<file path="config.mk">
export PLATFORM = sky130hd
export DESIGN_NAME = opcode_timing_sequencer
export DESIGN_NICKNAME = d
export VERILOG_FILES = /design/src/rtl/opcode_timing_sequencer_pkg.sv /design/src/rtl/opcode_timing_sequencer_onehot_decoder.sv /design/src/rtl/opcode_timing_sequencer.sv
export SDC_FILE = /design/constraint.sdc
export NUM_CORES = 1
export LEC_CHECK = 0
export CORE_MARGIN = 3
export CORE_UTILIZATION = 42
export CTS_CLUSTER_DIAMETER = 50
export CTS_CLUSTER_SIZE = 10
export DETAILED_ROUTE_END_ITERATION = 16
export PLACE_DENSITY_LB_ADDON = 0.05
export SYNTH_ARGS = -nofsm -noshare
export SYNTH_HDL_FRONTEND = slang
export SYNTH_SLANG_ARGS = --single-unit
</file>
<file path="constraint.sdc">
create_clock -name CLK -period 1.85 [get_ports CLK]
set_input_delay 0.4625 -clock CLK [delete_from_list [all_inputs] [get_ports CLK]]
set_output_delay 0.4625 -clock CLK [all_outputs]
set_load 0.005 [all_outputs]
</file>
<file path="src/rtl/opcode_timing_sequencer_pkg.sv">
// Shared types and default sizing for the opcode timing sequencer.
package opcode_timing_sequencer_pkg;

   localparam int OPW_DEF = 3;
   localparam int NT_DEF  = 8;

   typedef enum logic [1:0] {
      ST_IDLE  = 2'd0,
      ST_RUN   = 2'd1,
      ST_FAULT = 2'd2
   } state_t;

endpackage

</file>
<file path="src/rtl/opcode_timing_sequencer_onehot_decoder.sv">
// Binary-to-one-hot decoder; every code of an OPW-bit field maps to a bit.
module opcode_timing_sequencer_onehot_decoder #(
   parameter int OPW = 3
) (
   input  logic [OPW-1:0]      code,
   output logic [2**OPW-1:0]   onehot
);

   // Set the single bit selected by the code.
   always_comb begin
      // NOTE: assigning a default first keeps every path driven, so no latch is inferred.
      onehot       = '0;
      onehot[code] = 1'b1;
   end

endmodule

</file>
<file path="src/rtl/opcode_timing_sequencer.sv">
// Instruction timing sequencer: accepts an opcode, decodes it one-hot onto D,
// and walks a one-hot timing step T until the datapath ends the instruction.
// Running past the last step parks the sequencer in a sticky fault state.
module opcode_timing_sequencer
   import opcode_timing_sequencer_pkg::*;
#(
   parameter int OPW = OPW_DEF,
   parameter int NT  = NT_DEF
) (
   input  logic               CLK,
   input  logic               RST,
   input  logic               IR_VALID,
   output logic               IR_READY,
   input  logic [OPW-1:0]     IR_OPCODE,
   input  logic               HOLD,
   input  logic               END_INSTR,
   input  logic               FAULT_CLR,
   output logic [2**OPW-1:0]  D,
   output logic [NT-1:0]      T,
   output logic               BUSY,
   output logic               FAULT
);

   localparam logic [NT-1:0] T_FIRST = {{(NT-1){1'b0}}, 1'b1};

   state_t              state_q, state_n;
   logic [2**OPW-1:0]   d_q, d_n, dec;
   logic [NT-1:0]       t_q, t_n;
   logic                busy_q, fault_q;
   logic                accept;

   opcode_timing_sequencer_onehot_decoder #(.OPW(OPW)) u_dec (
      .code   (IR_OPCODE),
      .onehot (dec)
   );

   // Ready is a pure state decode so fetch sees it without a register delay.
   assign IR_READY = (state_q == ST_IDLE);
   assign accept   = IR_VALID & IR_READY;

   // Next state and next registered outputs; END_INSTR takes priority over HOLD.
   always_comb begin
      state_n = state_q;
      d_n     = d_q;
      t_n     = t_q;
      case (state_q)
         ST_IDLE: begin
            d_n = '0;
            t_n = '0;
            if (accept) begin
               state_n = ST_RUN;
               d_n     = dec;
               t_n     = T_FIRST;
            end
         end
         ST_RUN: begin
            if (END_INSTR) begin
               state_n = ST_IDLE;
               d_n     = '0;
               t_n     = '0;
            end else if (!HOLD) begin
               if (t_q[NT-1]) begin
                  // No wrap: stepping past the last slot is an overrun.
                  state_n = ST_FAULT;
                  t_n     = '0;
               end else begin
                  t_n = {t_q[NT-2:0], 1'b0};
               end
            end
         end
         ST_FAULT: begin
            // D is kept so the offending opcode can be inspected.
            t_n = '0;
            if (FAULT_CLR) begin
               state_n = ST_IDLE;
               d_n     = '0;
            end
         end
         default: begin
            state_n = ST_IDLE;
            d_n     = '0;
            t_n     = '0;
         end
      endcase
   end

   // State and output registers; synchronous reset overrides every other input.
   always_ff @(posedge CLK) begin
      // NOTE: non-blocking assignments let all registers update from the same pre-edge values.
      if (RST) begin
         state_q <= ST_IDLE;
         d_q     <= '0;
         t_q     <= '0;
         busy_q  <= 1'b0;
         fault_q <= 1'b0;
      end else begin
         state_q <= state_n;
         d_q     <= d_n;
         t_q     <= t_n;
         busy_q  <= (state_n == ST_RUN);
         fault_q <= (state_n == ST_FAULT);
      end
   end

   assign D     = d_q;
   assign T     = t_q;
   assign BUSY  = busy_q;
   assign FAULT = fault_q;

endmodule

</file>
==> metrics.md <==
| Metric | Value |
|---|---|
| Gpl congestion | `between 0.7 and 0.8` |
| Initial antenna violation count | `0` |
| Syn avg cell area | `9.915 µm²` |
| Seq pwr share | `0.575` |
| Routed WL | `between 1500 and 2000 µm` |
| Core area | `approximately 1600 µm²` |
| Clock buffer depth | `2` |
| Layout cells sized above 1 | `0.1182` |
| Yosys cell types | `21` |
| Net Sw Frac | `0.2203` |
| Number of H-tree levels | `1` |
| Yosys reg bits | `20` |
| Int Power | `0.6045 mW` |
| Synthesized Nets | `between 80 and 90` |
| # diodes | `0` |
| Maximum vdd drop | `0.0005977 V` |
| Clock Power Share | `0.322` |
| Die area | `2419 µm²` |
| Critical path peak fanout | `9` |
| Global-route wire length before repair | `between 3000 and 4000 µm` |
| Final nets | `120` |
| Status | `completed` |
| Hold Fails Final Rpt | `0` |
| DR iter-0 viols | `16` |
| First-pass DRT Iterations | `4` |
| Critical Path Start Type | `flop` |
| Post-cts hold buffer count | `0` |
| CTS buffer count | `3` |
| Via/cell ratio | `around 5` |
| WS Path Type | `flop to output port` |
| Fmax | `roughly 570 MHz` |
| Max-slew violations | `0` |
| Worst-Margin Slew | `between 0.5 and 0.6 ns` |
| CP max-delay cell | `clkdlybuf4s50_1` |
| Met2 routed WL | `roughly 900 µm` |
| Clock latency on the worst-skew pair | `roughly 0.3 ns` |
| Metal3 WL | `91 µm` |
| Layout fillers | `about 150` |
| CP arrival | `around 1.3 ns` |
| Post-Route Utilization | `0.6920` |
| Crit path time final | `between 1.5 and 2 ns` |
| Hpwl dp | `approximately 1400 µm` |
| Reg clk slew, reported paths | `between 0.1 and 0.15 ns` |
| Maximum number of pins on one net before global-route repair | `12` |
| Via Count | `between 600 and 700` |
| Overall power | `0.7754 mW` |
| Gate power share | `0.103` |
| Fin crit share | `0.9510` |
| # rows | `14` |
| P_sw | `between 0.15 and 0.2 mW` |
| Die Height | `between 40 and 50 µm` |
| Worst path cell trace | `nor2_1 > clkdlybuf4s50_1` |
| Area Overhead vs Synth | `43.93%` |
| Port-buffer cells | `27` |
| Slew Limit Headroom | `0.6608` |
| Post-Syn Instances | `79` |
| PwrDens | `about 690 nW/µm²` |
| Post-route ant nets | `0` |
| Routed len/inst | `13.60 µm` |
| Congestion Overflow GR | `0` |
| Global-route usage over all layers | `0.1766` |
| Synth warn | `0` |
| Footprint of the multi-input gates | `339.1 µm²` |
| Final setup viols | `0` |
| CTS tree | `done` |
| Ports | `28` |
| Die Wd | `roughly 49 µm` |
| Residual DRC | `0` |
| Seq/Total Area, Yosys | `0.5112` |
| Crit path max-delay family | `buffers and inverters` |
| Max cap viols | `0` |
| Highest Signal Layer | `met4` |
| Clock skew | `0.004631 ns` |
| Crit-path max cell delay | `0.50 ns` |
| Metal-1 WL | `834 µm` |
| Seq. cell area | `402.9 µm²` |
| Mapped Area | `783.3 µm²` |
| Worst path required time | `1.39 ns` |
| Vias in the first global route | `roughly 700` |
| Initial Utilization | `0.4808` |
| Pleak | `around 0.4 nW` |
| Sink Count | `20` |
| Nature of the critical path endpoint | `output port` |
| HP Class | `flop to flop` |
| RSZ-0062 raised after global routing | `false` |
| CP Buf/Inv Count | `1` |
| CTS root buffer | `clkbuf_4` |
final timing paths:
| path | from | to | slack, ns | depth (start not counted) |
|---|---|---|---|---|
| min reg2reg | D[6] | D[6] | 0.47 | 1 |
| max reg2reg | state_q[0] | D[0] | 0.48 | 3 |
| min | D[6] | D[6] | 0.47 | 1 |
| max | state_q[0] | IR_READY | 0.09 | 2 |
state kept, by name (all words and copies together) (netlist names):
register  cells
FAULT         1
BUSY          1
state_q       2
T             8
D             8
through the flow:
stage / setup TNS, ns / hold slack [ns] / worst slack (ns) / instance area, µm² / instances
after floorplan: 0 / 0.4590 / 0.2756 / 783.3 / 79
after global placement: -0.07065 / 0.4532 / -0.02109 / 1089 / 130
after detailed placement: -0.3217 / 0.4550 / -0.04983 / 1089 / 130
after CTS: 0 / 0.4816 / 0.004866 / 1125 / 134
after global routing: 0 / 0.5131 / 0.003347 / 1127 / 134
final: 0 / 0.4735 / 0.09071 / 1127 / 134
cells in the final DEF, fill, tap and decap left out, types with 2 or more instances in the layout:
cell type and instances:
dfxtp_1 18, nand2_1 3, a22o_1 4, dfxtp_2 2, buf_4 6, clkdlybuf4s50_1 27
nor2b_1 4, clkbuf_4 3, a32o_1 4, nor2_1 9, a21oi_1 10, nor3b_1 6
nor3_1 4
metal layers:
layer	vias to the layer above	GRT usage
met2	15	0.3036
met5	-	0
li1	347	-
met4	0	0.04265
met1	313	0.1981
met3	2	0.07645
Yosys cell counts, drive strengths merged:
library cell	n	area, µm²
nor3b	6	45.04
or3	1	6.260
nor4	1	6.260
nand2	3	11.26
nor2b	4	25.02
or4b	1	10.01
dfxtp	20	400.4
nor4b	1	8.760
nor2	9	33.78
a21oi	10	50.05
a32o	4	40.04
nand2b	1	6.260
nor3	4	20.02
a31oi	1	6.260
a22o	4	35.03
nand3b	1	7.510
o41ai	1	27.53
clkbuf	2	7.510
buf	4	32.53
inv	1	3.750
logic make-up after synthesis:
group                  after synthesis  share of synthesized area
buffers and inverters                7                    0.05591
AND/OR/NAND/NOR                     32                     0.2300
flip-flops                          20                     0.5112
AO/OA/AOI/OAI                       20                     0.2029
power groups by stage:
stage	logic [mW]	registers, mW	clock network, mW
detailed placement	0.0795	0.456	0
global route	0.0869	0.448	0.277
global placement	0.0781	0.455	0
finish	0.0796	0.446	0.250
floorplan	0.0352	0.452	0
CTS	0.0799	0.446	0.265
what timing repair did:
item	in CTS	in global routing
setup buffers	0	0
setup endpoints to repair	0	1
gates resized for setup	0	2
final cells by class:
type                            instances  area share
Sequential cell                        20      0.3574
Multi-Input combinational cell         52      0.3008
Timing Repair Buffer                   33      0.2797
Clock buffer                            4     0.03219
Tap cell                               24     0.02664
Inverter                                1    0.003330
Note: power is estimated with default switching activity, not from simulation.
